==> config.mk <==
export PLATFORM = sky130hd
export DESIGN_NAME = rf_hazard_ctl_flat
export DESIGN_NICKNAME = d
export VERILOG_FILES = /design/src/rtl/rf_hazard_ctl_pkg.sv /design/src/rtl/rf_hazard_ctl_if.sv /design/src/rtl/rf_hazard_ctl_fw_sel.sv /design/src/rtl/rf_hazard_ctl.sv /design/src/flat_wrapper.sv
export SDC_FILE = /design/constraint.sdc
export NUM_CORES = 1
export LEC_CHECK = 0
export ABC_AREA = 1
export BUFFER_PORTS_ARGS = -buffer_cell sky130_fd_sc_hd__buf_2
export CAP_MARGIN = 10
export CORE_MARGIN = 5
export CORE_UTILIZATION = 57
export CTS_CLUSTER_SIZE = 8
export DETAILED_ROUTE_END_ITERATION = 8
export PLACE_DENSITY = 0.95
export SYNTH_ARGS = -nofsm -noshare
export SYNTH_HDL_FRONTEND = slang
export SYNTH_SLANG_ARGS = --single-unit
export TNS_END_PERCENT = 30
==> constraint.sdc <==
create_clock -name clk -period 2.3 [get_ports clk]
set_input_delay 0.115 -clock clk [delete_from_list [all_inputs] [get_ports clk]]
set_output_delay 0.115 -clock clk [all_outputs]
set_load 0.01 [all_outputs]
==> src/rtl/rf_hazard_ctl_pkg.sv <==
// Shared constants and types for the register-fetch hazard scheduler:
// forward-select encodings, FSM state type and default widths.
package rf_hazard_ctl_pkg;

    localparam int REG_AW_DEF = 5;
    localparam int CNT_W_DEF  = 16;
    localparam int FW_W       = 3;

    localparam logic [FW_W-1:0] FW_RF  = 3'd0;
    localparam logic [FW_W-1:0] FW_ALU = 3'd1;
    localparam logic [FW_W-1:0] FW_MEM = 3'd2;

    typedef enum logic {
        HZ_RUN   = 1'b0,
        HZ_STALL = 1'b1
    } hz_state_t;

endpackage

==> src/rtl/rf_hazard_ctl_if.sv <==
// RF-stage <-> hazard scheduler bundle: decoded RF operand/destination
// fields towards the scheduler, forward selects and stall controls back.
interface rf_hazard_ctl_if #(
    parameter int REG_AW = 5,
    parameter int CNT_W  = 16
);
    logic [REG_AW-1:0] rs_n_i;
    logic [REG_AW-1:0] rt_n_i;
    logic              rs_used_i;
    logic              rt_used_i;
    logic [REG_AW-1:0] rd_index_i;
    logic              rd_we_i;
    logic              is_load_i;
    logic [2:0]        fw_cmp_rs;
    logic [2:0]        fw_cmp_rt;
    logic              stall_o;
    logic              ex_bubble_o;
    logic [CNT_W-1:0]  stall_cnt_o;

    modport master (
        output rs_n_i, rt_n_i, rs_used_i, rt_used_i,
               rd_index_i, rd_we_i, is_load_i,
        input  fw_cmp_rs, fw_cmp_rt, stall_o, ex_bubble_o, stall_cnt_o
    );

    modport slave (
        input  rs_n_i, rt_n_i, rs_used_i, rt_used_i,
               rd_index_i, rd_we_i, is_load_i,
        output fw_cmp_rs, fw_cmp_rt, stall_o, ex_bubble_o, stall_cnt_o
    );
endinterface

==> src/rtl/rf_hazard_ctl_fw_sel.sv <==
// Forward-select decision for one source operand against the EX and MEM
// producers; also flags a load in EX that this source depends on.
module rf_hazard_ctl_fw_sel
    import rf_hazard_ctl_pkg::*;
#(
    parameter int REG_AW = 5
) (
    input  logic              src_used,
    input  logic [REG_AW-1:0] src_idx,
    input  logic [REG_AW-1:0] ex_rd,
    input  logic              ex_we,
    input  logic              ex_ld,
    input  logic [REG_AW-1:0] mem_rd,
    input  logic              mem_we,
    output logic [FW_W-1:0]   fw_sel_s,
    output logic              ld_hit_s
);

    // r0 is hardwired, so a recorded write to index 0 never produces a match.
    function automatic logic stage_match(
        input logic              used,
        input logic [REG_AW-1:0] idx,
        input logic [REG_AW-1:0] rd,
        input logic              we
    );
        return used && (idx != {REG_AW{1'b0}}) && (idx == rd) && we;
    endfunction

    logic ex_hit_s;
    logic mem_hit_s;

    // Match both stages, youngest producer (EX) wins over MEM.
    always_comb begin
        ex_hit_s  = stage_match(src_used, src_idx, ex_rd, ex_we);
        mem_hit_s = stage_match(src_used, src_idx, mem_rd, mem_we);
        fw_sel_s  = FW_RF;
        ld_hit_s  = 1'b0;
        if (ex_hit_s && !ex_ld) begin
            fw_sel_s = FW_ALU;
        end else if (ex_hit_s) begin
            // Load result not yet available: the stall makes this select moot.
            fw_sel_s = FW_RF;
            ld_hit_s = 1'b1;
        end else if (mem_hit_s) begin
            fw_sel_s = FW_MEM;
        end else begin
            fw_sel_s = FW_RF;
        end
    end

endmodule

==> src/rtl/rf_hazard_ctl.sv <==
// Register-fetch hazard scheduler: tracks EX/MEM destinations, drives the
// rs/rt forward selects and inserts a single bubble on a load-use hazard.
module rf_hazard_ctl
    import rf_hazard_ctl_pkg::*;
#(
    parameter int REG_AW = REG_AW_DEF,
    parameter int CNT_W  = CNT_W_DEF
) (
    input  logic           clk,
    input  logic           rst_i,
    input  logic           pause,
    rf_hazard_ctl_if.slave hz
);

    logic [REG_AW-1:0] ex_rd_r;
    logic              ex_we_r;
    logic              ex_ld_r;
    logic [REG_AW-1:0] mem_rd_r;
    logic              mem_we_r;
    hz_state_t         state_r;
    hz_state_t         state_s;
    logic [CNT_W-1:0]  stall_cnt_r;

    logic [FW_W-1:0]   rs_sel_s;
    logic [FW_W-1:0]   rt_sel_s;
    logic              rs_ld_hit_s;
    logic              rt_ld_hit_s;
    logic              hazard_s;

    rf_hazard_ctl_fw_sel #(.REG_AW(REG_AW)) u_fw_rs (
        .src_used (hz.rs_used_i),
        .src_idx  (hz.rs_n_i),
        .ex_rd    (ex_rd_r),
        .ex_we    (ex_we_r),
        .ex_ld    (ex_ld_r),
        .mem_rd   (mem_rd_r),
        .mem_we   (mem_we_r),
        .fw_sel_s (rs_sel_s),
        .ld_hit_s (rs_ld_hit_s)
    );

    rf_hazard_ctl_fw_sel #(.REG_AW(REG_AW)) u_fw_rt (
        .src_used (hz.rt_used_i),
        .src_idx  (hz.rt_n_i),
        .ex_rd    (ex_rd_r),
        .ex_we    (ex_we_r),
        .ex_ld    (ex_ld_r),
        .mem_rd   (mem_rd_r),
        .mem_we   (mem_we_r),
        .fw_sel_s (rt_sel_s),
        .ld_hit_s (rt_ld_hit_s)
    );

    // Next-state and hazard decode; a shared rs/rt hit still yields one stall.
    always_comb begin
        hazard_s = 1'b0;
        state_s  = state_r;
        case (state_r)
            HZ_RUN: begin
                hazard_s = rs_ld_hit_s || rt_ld_hit_s;
                if (hazard_s) begin
                    state_s = HZ_STALL;
                end else begin
                    state_s = HZ_RUN;
                end
            end
            HZ_STALL: begin
                // EX holds the bubble here, so no new hazard is possible.
                hazard_s = 1'b0;
                state_s  = HZ_RUN;
            end
            default: begin
                hazard_s = 1'b0;
                state_s  = HZ_RUN;
            end
        endcase
    end

    // FSM state register; pause freezes it.
    always_ff @(posedge clk or negedge rst_i) begin
        if (!rst_i) begin
            state_r <= HZ_RUN;
        end else if (!pause) begin
            state_r <= state_s;
        end
    end

    // EX/MEM destination scoreboard; a hazard loads a bubble into EX.
    always_ff @(posedge clk or negedge rst_i) begin
        if (!rst_i) begin
            ex_rd_r  <= {REG_AW{1'b0}};
            ex_we_r  <= 1'b0;
            ex_ld_r  <= 1'b0;
            mem_rd_r <= {REG_AW{1'b0}};
            mem_we_r <= 1'b0;
        end else if (!pause) begin
            mem_rd_r <= ex_rd_r;
            mem_we_r <= ex_we_r;
            if (hazard_s) begin
                ex_rd_r <= {REG_AW{1'b0}};
                ex_we_r <= 1'b0;
                ex_ld_r <= 1'b0;
            end else begin
                ex_rd_r <= hz.rd_index_i;
                ex_we_r <= hz.rd_we_i;
                ex_ld_r <= hz.is_load_i;
            end
        end
    end

    // Saturating count of load-use stall cycles.
    always_ff @(posedge clk or negedge rst_i) begin
        if (!rst_i) begin
            stall_cnt_r <= {CNT_W{1'b0}};
        end else if (!pause && hazard_s && (stall_cnt_r != {CNT_W{1'b1}})) begin
            stall_cnt_r <= stall_cnt_r + CNT_W'(1'b1);
        end
    end

    assign hz.fw_cmp_rs   = rs_sel_s;
    assign hz.fw_cmp_rt   = rt_sel_s;
    assign hz.stall_o     = hazard_s;
    assign hz.ex_bubble_o = hazard_s;
    assign hz.stall_cnt_o = stall_cnt_r;

endmodule
==> src/flat_wrapper.sv <==
// flat-port wrapper written by rule: the top's interface ports become plain ports
module rf_hazard_ctl_flat import rf_hazard_ctl_pkg::*;
#(
    parameter int REG_AW = REG_AW_DEF,
    parameter int CNT_W  = CNT_W_DEF
)
  (clk, rst_i, pause, hz_rs_n_i, hz_rt_n_i, hz_rs_used_i, hz_rt_used_i, hz_rd_index_i, hz_rd_we_i, hz_is_load_i, hz_fw_cmp_rs, hz_fw_cmp_rt, hz_stall_o, hz_ex_bubble_o, hz_stall_cnt_o);
  rf_hazard_ctl_if #(.REG_AW(REG_AW), .CNT_W(CNT_W)) hz_i ();
  input  logic clk;
  input  logic rst_i;
  input  logic pause;
  input wire logic [$bits(hz_i.rs_n_i)-1:0] hz_rs_n_i;
  input wire logic [$bits(hz_i.rt_n_i)-1:0] hz_rt_n_i;
  input wire logic [$bits(hz_i.rs_used_i)-1:0] hz_rs_used_i;
  input wire logic [$bits(hz_i.rt_used_i)-1:0] hz_rt_used_i;
  input wire logic [$bits(hz_i.rd_index_i)-1:0] hz_rd_index_i;
  input wire logic [$bits(hz_i.rd_we_i)-1:0] hz_rd_we_i;
  input wire logic [$bits(hz_i.is_load_i)-1:0] hz_is_load_i;
  output wire logic [$bits(hz_i.fw_cmp_rs)-1:0] hz_fw_cmp_rs;
  output wire logic [$bits(hz_i.fw_cmp_rt)-1:0] hz_fw_cmp_rt;
  output wire logic [$bits(hz_i.stall_o)-1:0] hz_stall_o;
  output wire logic [$bits(hz_i.ex_bubble_o)-1:0] hz_ex_bubble_o;
  output wire logic [$bits(hz_i.stall_cnt_o)-1:0] hz_stall_cnt_o;
  assign hz_i.rs_n_i = hz_rs_n_i;
  assign hz_i.rt_n_i = hz_rt_n_i;
  assign hz_i.rs_used_i = hz_rs_used_i;
  assign hz_i.rt_used_i = hz_rt_used_i;
  assign hz_i.rd_index_i = hz_rd_index_i;
  assign hz_i.rd_we_i = hz_rd_we_i;
  assign hz_i.is_load_i = hz_is_load_i;
  assign hz_fw_cmp_rs = hz_i.fw_cmp_rs;
  assign hz_fw_cmp_rt = hz_i.fw_cmp_rt;
  assign hz_stall_o = hz_i.stall_o;
  assign hz_ex_bubble_o = hz_i.ex_bubble_o;
  assign hz_stall_cnt_o = hz_i.stall_cnt_o;
  rf_hazard_ctl #(.REG_AW(REG_AW), .CNT_W(CNT_W)) u_core (.clk(clk), .rst_i(rst_i), .pause(pause), .hz(hz_i));
endmodule
After elaboration in Yosys (flattened, before gate mapping)
Index checks and enable logic that the tools add are counted.
{"block": "word_totals", "reg_bits": 30, "latch_bits": 0, "ram_bits": 0, "rom_bits": 0, "inputBits": 22, "n_memories": 0}
{"block": "op_classes", "add_sub_neg": 1, "n_mul": 0, "n_div": 0, "n_lt_le_gt_ge": 0, "n_eq_ne": 5, "shift": 0, "n_mux": 16, "n_bitwise": 1, "n_reduce_logical": 19}
{"cell": "== test 5 bit", "n": 4}
{"cell": "adder 16 x 1 -> 16 bit, second input constant", "n": 1}
{"cell": "!= test 16 bit, second input constant", "n": 1}
{"cell": "logical AND 1 bit", "n": 14}
{"cell": "2-to-1 mux 2 bit", "n": 6}
{"cell": "nonzero test 5 bit", "n": 2}
{"cell": "2-to-1 mux 1 bit", "n": 7}
{"cell": "2-to-1 mux 5 bit", "n": 1}
{"cell": "case mux 1 bit (2 select lines)", "n": 2}
{"cell": "zero test 1 bit", "n": 2}
{"cell": "logical OR 1 bit", "n": 1}
{"cell": "NOT 1 bit", "n": 1}

Longest topological paths before layout
Gate-level depths: netlist of the first run.
{"block": "depth", "word_depth": 10, "mapped_depth": 12, "ltp_nobuf": 11}

Cells and area by module
Synthesis of the first run repeated with hierarchy kept, for this count alone.
{"block": "hier_totals", "cells_unflattened": 327, "area_unflattened_um2": 2120.8}
{"module": "rf_hazard_ctl", "instances": 1, "cells_per_inst": 211, "area_per_inst_um2": 1612.8}
{"module": "rf_hazard_ctl_fw_sel", "instances": 2, "cells_per_inst": 58, "area_per_inst_um2": 254.0}

Worst setup path before layout of the first run
Ideal clock, no wire load.
{"block": "synth_timing", "kind": "reg2reg", "from": "reg u_core.stall_cnt_r[4] (netlist: u_core.hz.stall_cnt_o[4])", "to": "reg u_core.stall_cnt_r[15] (netlist: u_core.hz.stall_cnt_o[15])", "setup_ps": 117, "arrival_time_ps": 1365, "required_time_ps": 2183, "path_slack_ps": 818, "stages_incl_launch_ff": 9, "path_buffers": 1, "synth_period_minus_slack_ps": 1482, "cell_sequence": "dfrtp_1 > nand2_1 > nor2_1 > nand4_1 > nor4_1 > nor2_2 > buf_6 > nand2_1 > nand2_1"}
{"block": "synth_via", "elab_chain_cells": 2, "word_cells_on_any_way": 3, "classes_between": "add/sub (1); eq/ne (1); reduce/logical (1)"}
{"item": "start, declared", "line": "rf_hazard_ctl.sv:22", "source": "logic [CNT_W-1:0] stall_cnt_r;"}
{"item": "start signal, assigned", "line": "rf_hazard_ctl.sv:114", "source": "stall_cnt_r <= {CNT_W{1'b0}};"}
{"item": "start signal, assigned", "line": "rf_hazard_ctl.sv:116", "source": "stall_cnt_r <= stall_cnt_r + CNT_W'(1'b1);"}
{"item": "parallel branches: the longest is 2 deep, another holds adder 16 x 1 -> 16 bit"}
Parallel ways; which one is timed is not known.
A chain may end at the register's enable or synchronous reset.

Worst setup path after layout of the first run
{"block": "layout_timing", "from": "reg u_core.ex_rd_r[4]", "to": "out hz_ex_bubble_o"}
{"block": "layout_via", "elab_chain_cells": 7, "word_cells_on_any_way": 14, "classes_between": "eq/ne (2); mux (5); reduce/logical (7)"}
{"item": "start, declared", "line": "rf_hazard_ctl.sv:15", "source": "logic [REG_AW-1:0] ex_rd_r;"}
{"item": "start signal, assigned", "line": "rf_hazard_ctl.sv:91", "source": "ex_rd_r <= {REG_AW{1'b0}};"}
{"item": "start signal, assigned", "line": "rf_hazard_ctl.sv:100", "source": "ex_rd_r <= {REG_AW{1'b0}};"}
{"item": "start signal, assigned", "line": "rf_hazard_ctl.sv:104", "source": "ex_rd_r <= hz.rd_index_i;"}
{"item": "== test 5 bit", "line": "rf_hazard_ctl_fw_sel.sv:26", "source": "return used && (idx != {REG_AW{1'b0}}) && (idx == rd) && we;"}
{"item": "logical AND 1 bit (2 in a row)", "line": "rf_hazard_ctl_fw_sel.sv:26"}
{"item": "2-to-1 mux 1 bit / logical AND 1 bit (equally long branches)", "line": "rf_hazard_ctl_fw_sel.sv:40, rf_hazard_ctl_fw_sel.sv:38"}
{"item": "2-to-1 mux 1 bit", "line": "rf_hazard_ctl_fw_sel.sv:38", "source": "if (ex_hit_s && !ex_ld) begin"}
{"item": "logical OR 1 bit (*)", "line": "rf_hazard_ctl.sv:60", "source": "hazard_s = rs_ld_hit_s || rt_ld_hit_s;"}
{"item": "case mux 1 bit (2 select lines) (*)", "line": "rf_hazard_ctl.sv:58", "source": "case (state_r)"}
{"item": "end, declared", "line": "flat_wrapper.sv:22", "source": "output wire logic [$bits(hz_i.ex_bubble_o)-1:0] hz_ex_bubble_o;"}
Mark *: on every way between the ends. The rest lies on a longest branch, timed or not.

==> results of run 1 <==
[report_power, final]
part | total (mW) | switching [mW] | internal, mW
combinational | 0.164 | 0.101 | 0.0627
clock | 0.296 | 0.186 | 0.110
sequential | 0.588 | 0.0318 | 0.556
[kinds of logic (layout without fill, tap and decap cells)]
| family | count (synthesis) | after routing | synth area share, % |
|---|---|---|---|
| flops | 30 | 30 | 39.4 |
| buf+inv | 40 | 84 | 8.93 |
| fa+ha+maj | 1 | 1 | 0.656 |
| compound gates | 25 | 25 | 7.29 |
| xor+xnor | 16 | 16 | 7.35 |
| other cells | 1 | 2 | 0.197 |
| simple gates | 158 | 158 | 36.2 |
[cells in the final DEF (no fill, tap or decap)]
| cell | n |
|---|---|
| sky130_fd_sc_hd__a211oi_1 | 1 |
| sky130_fd_sc_hd__a21boi_0 | 1 |
| sky130_fd_sc_hd__a21oi_1 | 3 |
| sky130_fd_sc_hd__a221oi_1 | 1 |
| sky130_fd_sc_hd__buf_2 | 43 |
| sky130_fd_sc_hd__clkbuf_4 | 5 |
| sky130_fd_sc_hd__clkinv_2 | 2 |
| sky130_fd_sc_hd__conb_1 | 2 |
| sky130_fd_sc_hd__dfrtp_1 | 30 |
| sky130_fd_sc_hd__dlygate4sd3_1 | 2 |
| sky130_fd_sc_hd__ha_1 | 1 |
| sky130_fd_sc_hd__inv_1 | 29 |
| sky130_fd_sc_hd__inv_2 | 3 |
| sky130_fd_sc_hd__nand2_1 | 92 |
| sky130_fd_sc_hd__nand2_2 | 1 |
| sky130_fd_sc_hd__nand2_4 | 1 |
| sky130_fd_sc_hd__nand3_1 | 19 |
| sky130_fd_sc_hd__nand3_2 | 3 |
| sky130_fd_sc_hd__nand3b_1 | 1 |
| sky130_fd_sc_hd__nand4_1 | 8 |
| sky130_fd_sc_hd__nor2_1 | 24 |
| sky130_fd_sc_hd__nor2_2 | 3 |
| sky130_fd_sc_hd__nor3_1 | 3 |
| sky130_fd_sc_hd__nor3b_1 | 1 |
| sky130_fd_sc_hd__nor4_1 | 2 |
| sky130_fd_sc_hd__o211ai_1 | 1 |
| sky130_fd_sc_hd__o21ai_0 | 16 |
| sky130_fd_sc_hd__o22ai_1 | 2 |
| sky130_fd_sc_hd__xnor2_1 | 8 |
| sky130_fd_sc_hd__xor2_1 | 8 |
[flip-flops by register name, indices dropped and copies added (netlist names)]
register	count
u_core.hz.stall_cnt_o	16
u_core.state_r	1
u_core.ex_ld_r	1
u_core.mem_we_r	1
u_core.ex_we_r	1
u_core.mem_rd_r	5
u_core.ex_rd_r	5
[final cells by class]
| class | instances | area [um2] |
|---|---|---|
| timing repair buffer | 45 | 235 |
| inverter | 32 | 120 |
| multi-input combinational | 202 | 988 |
| clock inverter | 2 | 10.0 |
| tap | 46 | 57.6 |
| fill | 277 | 1080 |
| clock buffer | 5 | 37.5 |
| sequential | 30 | 751 |
[layer usage]
| metal | up-vias | global-route usage, % | routed length, um |
|---|---|---|---|
| met2 | 75 | 38.6 | 2240 |
| met1 | 895 | 25.3 | 1950 |
| met3 | 6 | 5.75 | 294 |
| li1 | 952 | - | - |
| met5 | - | 0 | 0 |
| met4 | 0 | 7.69 | 48 |
[through the flow]
step | utilization [%] | hold slack, ns | cells | area [um2]
finish | 67.0 | 0.0224 | 362 | 2200
global route | 67.0 | 0.0174 | 362 | 2200
CTS | 67.0 | 0.00551 | 362 | 2200
detailed placement | 64.9 | 0.183 | 353 | 2130
global placement | 64.9 | 0.175 | 353 | 2130
floorplan | - | -0.181 | 272 | 1910
[final timing paths]
path	from	end	slack (ns)
setup / recovery	u_core.ex_rd_r[4]	hz_ex_bubble_o	0.40
hold / removal	hz_rd_index_i[0]	u_core.ex_rd_r[0]	0.02
setup reg to reg	u_core.ex_rd_r[4]	u_core.hz.stall_cnt_o[15]	0.42
hold reg to reg	u_core.state_r	u_core.state_r	0.50
max in group asynchronous	rst_i	u_core.ex_rd_r[3]	1.53
min in group asynchronous	rst_i	u_core.hz.stall_cnt_o[11]	0.34
[worst reg2reg max path, cell delays in order, from the launching register on]
cell and delay (ns):
sky130_fd_sc_hd__dfrtp_1 0.41, sky130_fd_sc_hd__inv_1 0.12, sky130_fd_sc_hd__nand2_1 0.06, sky130_fd_sc_hd__nand2_1 0.06, sky130_fd_sc_hd__nand2_1 0.08, sky130_fd_sc_hd__nor2_2 0.09
sky130_fd_sc_hd__nand3_2 0.12, sky130_fd_sc_hd__nand2_4 0.13, sky130_fd_sc_hd__nand4_1 0.42, sky130_fd_sc_hd__nand2_1 0.21, sky130_fd_sc_hd__nand2_1 0.08
==> run metrics, run 1 <==
core region area between 0.003 and 0.004 mm2; number of buffers on the longest clock path 2; Antenna Nets Post-Route 0; number of core rows 21; Peak Freq between 0.5 and 0.6 GHz; depth of the most critical reg-to-reg path 10; die boundary height slightly below 70 um; layout-stage area growth over the synthesis result 15.4%; ranking of synthesized cells by area sky130_fd_sc_hd__dfrtp_1 (39%), sky130_fd_sc_hd__nand2_1 (18%), sky130_fd_sc_hd__inv_1 (5.7%); power per cell area between 400 and 500 mW/mm2; routed wirelength normalized by instance count between 10 and 15 um; routability cong. a little under 0.9; max-cap violation count 0; overflow left after global routing 0; cell chain of the critical path inv_1, nand2_1, nand2_1, nand2_1, nor2_2, nand3_2, nand2_4, nand2_2, inv_1, buf_2; Total Negative Setup Slacks 0 ns; number of distinct library cell variants in the gate-level netlist after synthesis 30; CTS tree yes; total vias in the final route slightly below 2000; Critical Path End Type primary output; die outline area 0.00460 mm2; Clock Skew 0.00864 ns; kind of start point of the critical path register; post-CTS repair timing setup buffer count 0; All-Layer GR Usage 21.8%; time the final worst path needs with I/O delays and setup roughly 1.9 ns; final setup slack of the worst path 0.404 ns; half-perimeter wire length after placement around 3.4 mm; number of antenna cells inserted 0; period utilisation layout just over 80%; Buf+Inv Stages, Crit Path 3; hold-fix buffer count after cts 2; max-slew headroom at the worst pin between 50% and 60%; ports placed on the boundary 46; final-report hold violation count 0; number of cells traversed by the worst hold path 3; share of final-layout standard cells stronger than drive strength 1 around a fifth; flip-flop and latch count after synthesis 30; number of vias per cell after detailed routing between 5 and 6; area of the mapped netlist around 0.0019 mm2; mean instance size in the synthesized netlist about 7.0 um2; DRC violation total after the first TritonRoute iteration 172; Clock Root Buffer sky130_fd_sc_hd__clkbuf_4; Max Fanout on Critical Path 9; data arrival at the endpoint of the critical path 1.78 ns; number of buffers inserted during clock tree synthesis 5; Port Buffers 43; number of remaining DRC errors 0; commonest register cell after synthesis sky130_fd_sc_hd__dfrtp_1; pin count of the biggest net entering global routing 31; most common library cells after synthesis sky130_fd_sc_hd__nand2_1 (92), sky130_fd_sc_hd__dfrtp_1 (30), sky130_fd_sc_hd__inv_1 (29), sky130_fd_sc_hd__nor2_1 (24), sky130_fd_sc_hd__nand3_1 (19); largest incremental delay on the critical path 0.41 ns; category of the most critical setup path register to primary output; result of the run complete, no violations; wire length of the first global-routing pass 7.52 mm; largest area contributor in the synthesized netlist sky130_fd_sc_hd__dfrtp_1; warnings from Yosys 0; worst path required time approximately 2.2 ns; total leakage power ~1.2 nW; count of endpoints failing setup in the final report 0; die boundary width about 68 um; number of gates resized after CTS 0; leading cell type by number of instances after synthesis sky130_fd_sc_hd__nand2_1; class of the most critical hold timing path input pin to register; proportion of register bits with asynchronous set or reset after synthesis 100%; worst-skew pair later-pin latency about 0.34 ns; peak supply drop between 0.2 and 0.3 mV; fraction of post-synthesis cell area in the top cell type by area between 30% and 40%; final number of max-transition violations 0; unrepaired setup endpoints after global routing no; highest-delay cell along the critical path sky130_fd_sc_hd__dfrtp_1; clock-pin slew of the registers on the worst-case setup and hold paths 0.10 ns; Final Net Count approximately 340; H-tree lvl count 2; family with the most delay on the worst path simple AND/OR/NAND/NOR gates; overall power after layout ~1.0 mW; initial antenna violation count 0; Worst Tran Pin Value approximately 0.66 ns; initial cell density of the core between 50 and 60%; post-detailed-routing wire length approximately 4.5 mm; vias in the first global route 1800; Post-Place Setup Slack 0.454 ns; DRT Pass-1 Iters 4; EDFF count, synth 0; cell with the most instances on the worst path sky130_fd_sc_hd__nand2_1; number of logic stages on the critical path including buffering 10; share of synthesized area occupied by flip-flops and latches between 30% and 40%; Post-Syn Instances around 270; clock net sink count 30
No activity file was read; power rests on OpenSTA's default activity.
==> run 2, diff against run 1 <==
--- a/config.mk
+++ b/config.mk
@@ -9,10 +9,10 @@
 export BUFFER_PORTS_ARGS = -buffer_cell sky130_fd_sc_hd__buf_2
 export CAP_MARGIN = 10
 export CORE_MARGIN = 5
-export CORE_UTILIZATION = 57
+export CORE_UTILIZATION = 53
 export CTS_CLUSTER_SIZE = 8
 export DETAILED_ROUTE_END_ITERATION = 8
-export PLACE_DENSITY = 0.95
+export PLACE_DENSITY = 0.9
 export SYNTH_ARGS = -nofsm -noshare
 export SYNTH_HDL_FRONTEND = slang
 export SYNTH_SLANG_ARGS = --single-unit
==> constraint.sdc (replaced) <==
create_clock -name clk -period 2 [get_ports clk]
set_input_delay 0.1 -clock clk [delete_from_list [all_inputs] [get_ports clk]]
set_output_delay 0.1 -clock clk [all_outputs]
set_load 0.01 [all_outputs]
==> run metrics, run 2 (synthesized netlist as in run 1, its figures left out) <==
Worst Tran Pin Value 0.668 ns (+0.00957 ns); Buf+Inv Stages, Crit Path 3 (unchanged); number of remaining DRC errors 0 (unchanged); routability cong. 0.898 (+0.93%); area of all placed cells without fillers 0.00227 mm2 (+3.4%); DRT Pass-1 Iters 4 (unchanged); CTS tree yes; die outline area 0.00489 mm2 (+6.4%); initial cell density of the core 55.8% (-2.2 points); peak supply drop 0.358 mV (+20%); H-tree lvl count 2 (unchanged); DRC violation total after the first TritonRoute iteration 96 (-44%); worst-skew pair later-pin latency 0.33 ns (about the same); number of antenna cells inserted 0 (unchanged); number of flip-flops under the largest register name 16 (unchanged); number of buffers on the longest clock path 2 (unchanged); Clock Root Buffer sky130_fd_sc_hd__clkbuf_4; final-report hold violation count 0 (unchanged); wire length of the first global-routing pass 7.97 mm (+6.0%); Critical Path End Type primary output; vias in the first global route 1901 (+5.6%); half-perimeter wire length after placement 3.55 mm (+5.1%); most common cell after layout, fill and taps aside sky130_fd_sc_hd__nand2_1; count of endpoints failing setup in the final report 0 (unchanged); highest-delay cell along the critical path sky130_fd_sc_hd__dfrtp_1; Clock Skew 0.00680 ns (-0.00184 ns); pin count of the biggest net entering global routing 31 (unchanged); Port Buffers 43 (unchanged); number of vias per cell after detailed routing 5.25 (-1.4%); overflow left after global routing 0 (unchanged); Final Net Count 346 (+2.1%); die boundary height 70.0 um (+3.2%); die boundary width 70.0 um (+3.2%); Total Negative Setup Slacks 0 ns (unchanged); share of final-layout standard cells stronger than drive strength 1 20.4% (+1.1 points); Peak Freq ~0.55 GHz; commonest non-fill, non-tap cells in the layout sky130_fd_sc_hd__nand2_1 (92), sky130_fd_sc_hd__buf_2 (43), sky130_fd_sc_hd__dfrtp_1 (30); clock-pin slew of the registers on the worst-case setup and hold paths 0.09 ns (about the same); cell chain of the critical path inv_1, nand2_1, nand2_1, nand2_1, nor2_1, nand3_2, nand2_4, nand2_4, inv_1, buf_2; data arrival at the endpoint of the critical path 1.71 ns (-0.07 ns); max-cap violation count 0 (unchanged); ports placed on the boundary 46 (unchanged); result of the run complete, no violations; power per cell area 549 mW/mm2 (+15%); unrepaired setup endpoints after global routing no; total vias in the final route 1944 (+0.83%); layout-stage area growth over the synthesis result 19.4%; All-Layer GR Usage 20.0% (-1.7 points); total leakage power 1.24 nW (+4.1%); period utilisation layout roughly nine tenths; number of buffers inserted during clock tree synthesis 5 (unchanged); Max Fanout on Critical Path 9 (unchanged); initial antenna violation count 0 (unchanged); routed wirelength normalized by instance count 12.8 um (+2.2%); post-detailed-routing wire length 4.74 mm (+4.5%); clock net sink count 30 (unchanged); core region area 0.00342 mm2 (+4.0%); category of the most critical setup path register to primary output; kind of start point of the critical path register; class of the most critical hold timing path input pin to register; final number of max-transition violations 0 (unchanged); number of core rows 21 (unchanged); max-slew headroom at the worst pin 55.4% (-0.64 points); largest incremental delay on the critical path 0.40 ns (about the same); cell with the most instances on the worst path sky130_fd_sc_hd__nand2_1; family with the most delay on the worst path simple AND/OR/NAND/NOR gates; Antenna Nets Post-Route 0 (unchanged); instance area after placement 0.00215 mm2 (+1.1%); worst path required time 1.90 ns (-0.28 ns); time the final worst path needs with I/O delays and setup between 1.5 and 2 ns
run 2: tightest hold or removal path, cell delays in order:
cell and delay (ns):
sky130_fd_sc_hd__buf_2 0.08, sky130_fd_sc_hd__nand3_1 0.06, sky130_fd_sc_hd__o21ai_0 0.07
run 2: through the flow:
stage / total power [mW] / cells / util [%] / setup slack [ns] / hold slack (ns)
2_1_floorplan: 0.796 / 272 / - / 0.518 / -0.196
3_3_place_gp: 0.864 / 356 / 63.1 / 0.383 / 0.158
3_5_place_dp: 0.873 / 356 / 63.1 / 0.326 / 0.167
4_1_cts: 1.26 / 367 / 65.7 / 0.0594 / 0.00429
5_1_grt: 1.33 / 370 / 66.6 / 0.00920 / 0.0109
6_report: 1.25 / 370 / 66.6 / 0.191 / 0.0142
run 2: routing by layer:
layer	up-vias	global-route usage, %	part of all wire, %
met4	0	8.94	2.1
met5	-	0	0
met2	57	32.7	49
met1	913	23.8	43
met3	12	6.74	6.1
li1	962	-	-
run 2: path summary, 6_finish.rpt:
check | start | to | slack [ns] | cells after the start
max | u_core.ex_rd_r[4] | hz_ex_bubble_o | 0.19 | 10
min | hz_rd_index_i[1] | u_core.ex_rd_r[1] | 0.01 | 3
max reg2reg | u_core.ex_rd_r[4] | u_core.hz.stall_cnt_o[7] | 0.25 | 13
min reg2reg | u_core.state_r | u_core.state_r | 0.50 | 2
max in group asynchronous | rst_i | u_core.hz.stall_cnt_o[5] | 1.23 | 2
min in group asynchronous | rst_i | u_core.hz.stall_cnt_o[10] | 0.33 | 2
run 2: power breakdown:
group	total (mW)	switching, mW	internal (mW)
combinational	0.197	0.121	0.0766
clock	0.377	0.207	0.170
sequential	0.674	0.0346	0.639
total	1.25	0.362	0.886
run 2: timing repair:
item | CTS | global route
hold buffers | 3 | 1
buffers inserted | 0 | 2
endpoints found under the hold margin | 32 | 1
gates resized for setup | 0 | 1
setup endpoints to repair | 0 | 2
run 2: cell type report:
class	instances	area (um2)
Clock inverter	1	5.00
Clock buffer	7	55.1
Inverter	32	120
Multi-Input combinational cell	202	993
Timing Repair Buffer	52	293
Tap cell	46	57.6
Sequential cell	30	751
Fill cell	297	1140
==> run 3, diff against run 2 <==
--- a/config.mk
+++ b/config.mk
@@ -10,6 +10,7 @@
 export CAP_MARGIN = 10
 export CORE_MARGIN = 5
 export CORE_UTILIZATION = 53
+export CTS_BUF_LIST = sky130_fd_sc_hd__clkbuf_4 sky130_fd_sc_hd__clkbuf_8 sky130_fd_sc_hd__clkbuf_16
 export CTS_CLUSTER_SIZE = 8
 export DETAILED_ROUTE_END_ITERATION = 8
 export PLACE_DENSITY = 0.9
==> run metrics, run 3 (synthesized netlist as in run 1, its figures left out) <==
overflow left after global routing 0 (unchanged); number of core rows 21 (unchanged); Clock Skew 0.00964 ns (+0.00284 ns); max-slew headroom at the worst pin 55.8% (+0.36 points); wire length of the first global-routing pass 8.00 mm (+0.44%); class of the most critical hold timing path input pin to register; end of the worst hold path u_core.ex_rd_r[1]; ports placed on the boundary 46 (unchanged); Register Area 751 um2 (unchanged); share of final-layout standard cells stronger than drive strength 1 20.7% (+0.31 points); routed wirelength normalized by instance count 12.9 um (+0.70%); Clock Root Buffer sky130_fd_sc_hd__clkbuf_4; die boundary width 70.0 um (unchanged); cell chain of the critical path inv_1, nand2_1, nand2_1, nand2_1, nor2_1, nand3_2, nand2_4, nand2_4, inv_1, buf_2; power per cell area 555 mW/mm2 (+1.1%); unrepaired setup endpoints after global routing no; peak supply drop 0.360 mV (+0.56%); FF-to-FF Start u_core.ex_rd_r[4]; All-Layer GR Usage 20.2% (+0.12 points); final setup slack of the worst path 0.183 ns (-0.00834 ns); kind of start point of the critical path register; initial cell density of the core 55.8% (unchanged); half-perimeter wire length after placement 3.55 mm (unchanged); result of the run complete, no violations; Peak Freq 0.550 GHz (-0.46%); Fill cells 297 (unchanged); vias in the first global route 1900 (-0.053%); DRC violation total after the first TritonRoute iteration 90 (-6.3%); core region area 0.00342 mm2 (unchanged); area of all placed cells without fillers 0.00228 mm2 (+0.17%); family with the most delay on the worst path simple AND/OR/NAND/NOR gates; clock net sink count 30 (unchanged); cell with the most instances on the worst path sky130_fd_sc_hd__nand2_1; worst-case register-to-register setup slack 0.25 ns (about the same); die outline area 0.00489 mm2 (unchanged); number of flip-flops under the largest register name 16 (unchanged); category of the most critical setup path register to primary output; number of buffers on the longest clock path 2 (unchanged); number of antenna cells inserted 0 (unchanged); number of remaining DRC errors 0 (unchanged); time the final worst path needs with I/O delays and setup 1.82 ns (+0.00834 ns); endpoint of the lowest-slack register-to-register path u_core.hz.stall_cnt_o[7]; source of the worst hold timing path hz_rd_index_i[1]; period utilisation layout 90.8% (+0.42 points); total leakage power 1.25 nW (+0.27%); commonest non-fill, non-tap cells in the layout sky130_fd_sc_hd__nand2_1 (92), sky130_fd_sc_hd__buf_2 (43), sky130_fd_sc_hd__dfrtp_1 (30); CTS tree yes; largest incremental delay on the critical path 0.40 ns (about the same); number of buffers inserted during clock tree synthesis 5 (unchanged); Final Net Count 346 (unchanged); final number of max-transition violations 0 (unchanged); final-report hold violation count 0 (unchanged); number of cells traversed by the worst hold path 3 (unchanged); number of vias per cell after detailed routing 5.26 (+0.21%); max-cap violation count 0 (unchanged); initial antenna violation count 0 (unchanged); worst path required time 1.90 ns (about the same); pin count of the biggest net entering global routing 31 (unchanged); Antenna Nets Post-Route 0 (unchanged); routability cong. 0.898 (unchanged); area occupied by multi-input gates 993 um2 (unchanged); Critical Path End Type primary output; Max Fanout on Critical Path 9 (unchanged); instance area after placement 0.00215 mm2 (unchanged); layout-stage area growth over the synthesis result 19.6%; Worst Tran Pin Value 0.663 ns (-0.00538 ns); data arrival at the endpoint of the critical path 1.72 ns (about the same); depth of the most critical reg-to-reg path 13 (unchanged); Post-Place Setup Slack 0.326 ns (unchanged); count of endpoints failing setup in the final report 0 (unchanged); highest-delay cell along the critical path sky130_fd_sc_hd__dfrtp_1; clock-pin slew of the registers on the worst-case setup and hold paths 0.10 ns (about the same); H-tree lvl count 2 (unchanged); Port Buffers 43 (unchanged); total vias in the final route 1948 (+0.21%); overall power after layout 1.26 mW (+1.3%); most common cell after layout, fill and taps aside sky130_fd_sc_hd__nand2_1; Buf+Inv Stages, Crit Path 3 (unchanged); die boundary height 70.0 um (unchanged); worst-skew pair later-pin latency 0.34 ns (about the same); post-detailed-routing wire length 4.77 mm (+0.70%); Total Negative Setup Slacks 0 ns (unchanged); DRT Pass-1 Iters 4 (unchanged)
[run 3: power by group]
group	internal, mW	switching [mW]
Sequential	0.639	0.0345
Clock	0.184	0.209
Combinational	0.0766	0.122
[run 3: worst max path at each step]
stage	start	end	slack, ns	depth (start not counted)
after CTS	u_core.ex_rd_r[4]	hz_ex_bubble_o	0.06	10
after floorplan	u_core.hz.stall_cnt_o[4]	u_core.hz.stall_cnt_o[15]	0.52	8
final	u_core.ex_rd_r[4]	hz_ex_bubble_o	0.18	10
after global routing	u_core.ex_rd_r[4]	hz_stall_o	0.009	10
after global placement	u_core.hz.stall_cnt_o[4]	u_core.hz.stall_cnt_o[7]	0.38	8
after detailed placement	u_core.hz.stall_cnt_o[4]	u_core.hz.stall_cnt_o[7]	0.33	8
[run 3: cell type report]
type	instances	area share [%]
Clock buffer	7	2.58
Clock inverter	1	0.220
Inverter	32	5.27
Multi-Input combinational cell	202	43.6
Sequential cell	30	32.9
Tap cell	46	2.53
Timing Repair Buffer	52	12.9
[run 3: layer usage]
metal | GRT usage, % | vias up | share of wire [%]
li1 | - | 960 | -
met5 | 0 | - | 0
met4 | 8.30 | 0 | 1.8
met2 | 33.5 | 60 | 49
met3 | 6.74 | 10 | 6.6
met1 | 23.8 | 918 | 42
[run 3: worst min-delay path, delay by kind of cell]
family,cells,cell delay (ns)
buffers and inverters,1,0.08
AOI/OAI and AO/OA,1,0.07
and+or+nand+nor,1,0.06
[run 3: timing repair]
item	4_1_cts	5_1_grt
endpoints found under the hold margin	32	1
setup endpoints to repair	0	2
hold buffers	3	1
gates resized for setup	0	1
buffers inserted	0	2
[run 3: through the flow]
stage	util (%)	hold slack [ns]	instances
finish	66.7	0.0121	370
global route	66.7	0.0109	370
CTS	65.8	0.00429	367
detailed placement	63.1	0.167	356
global placement	63.1	0.158	356
floorplan	-	-0.196	272
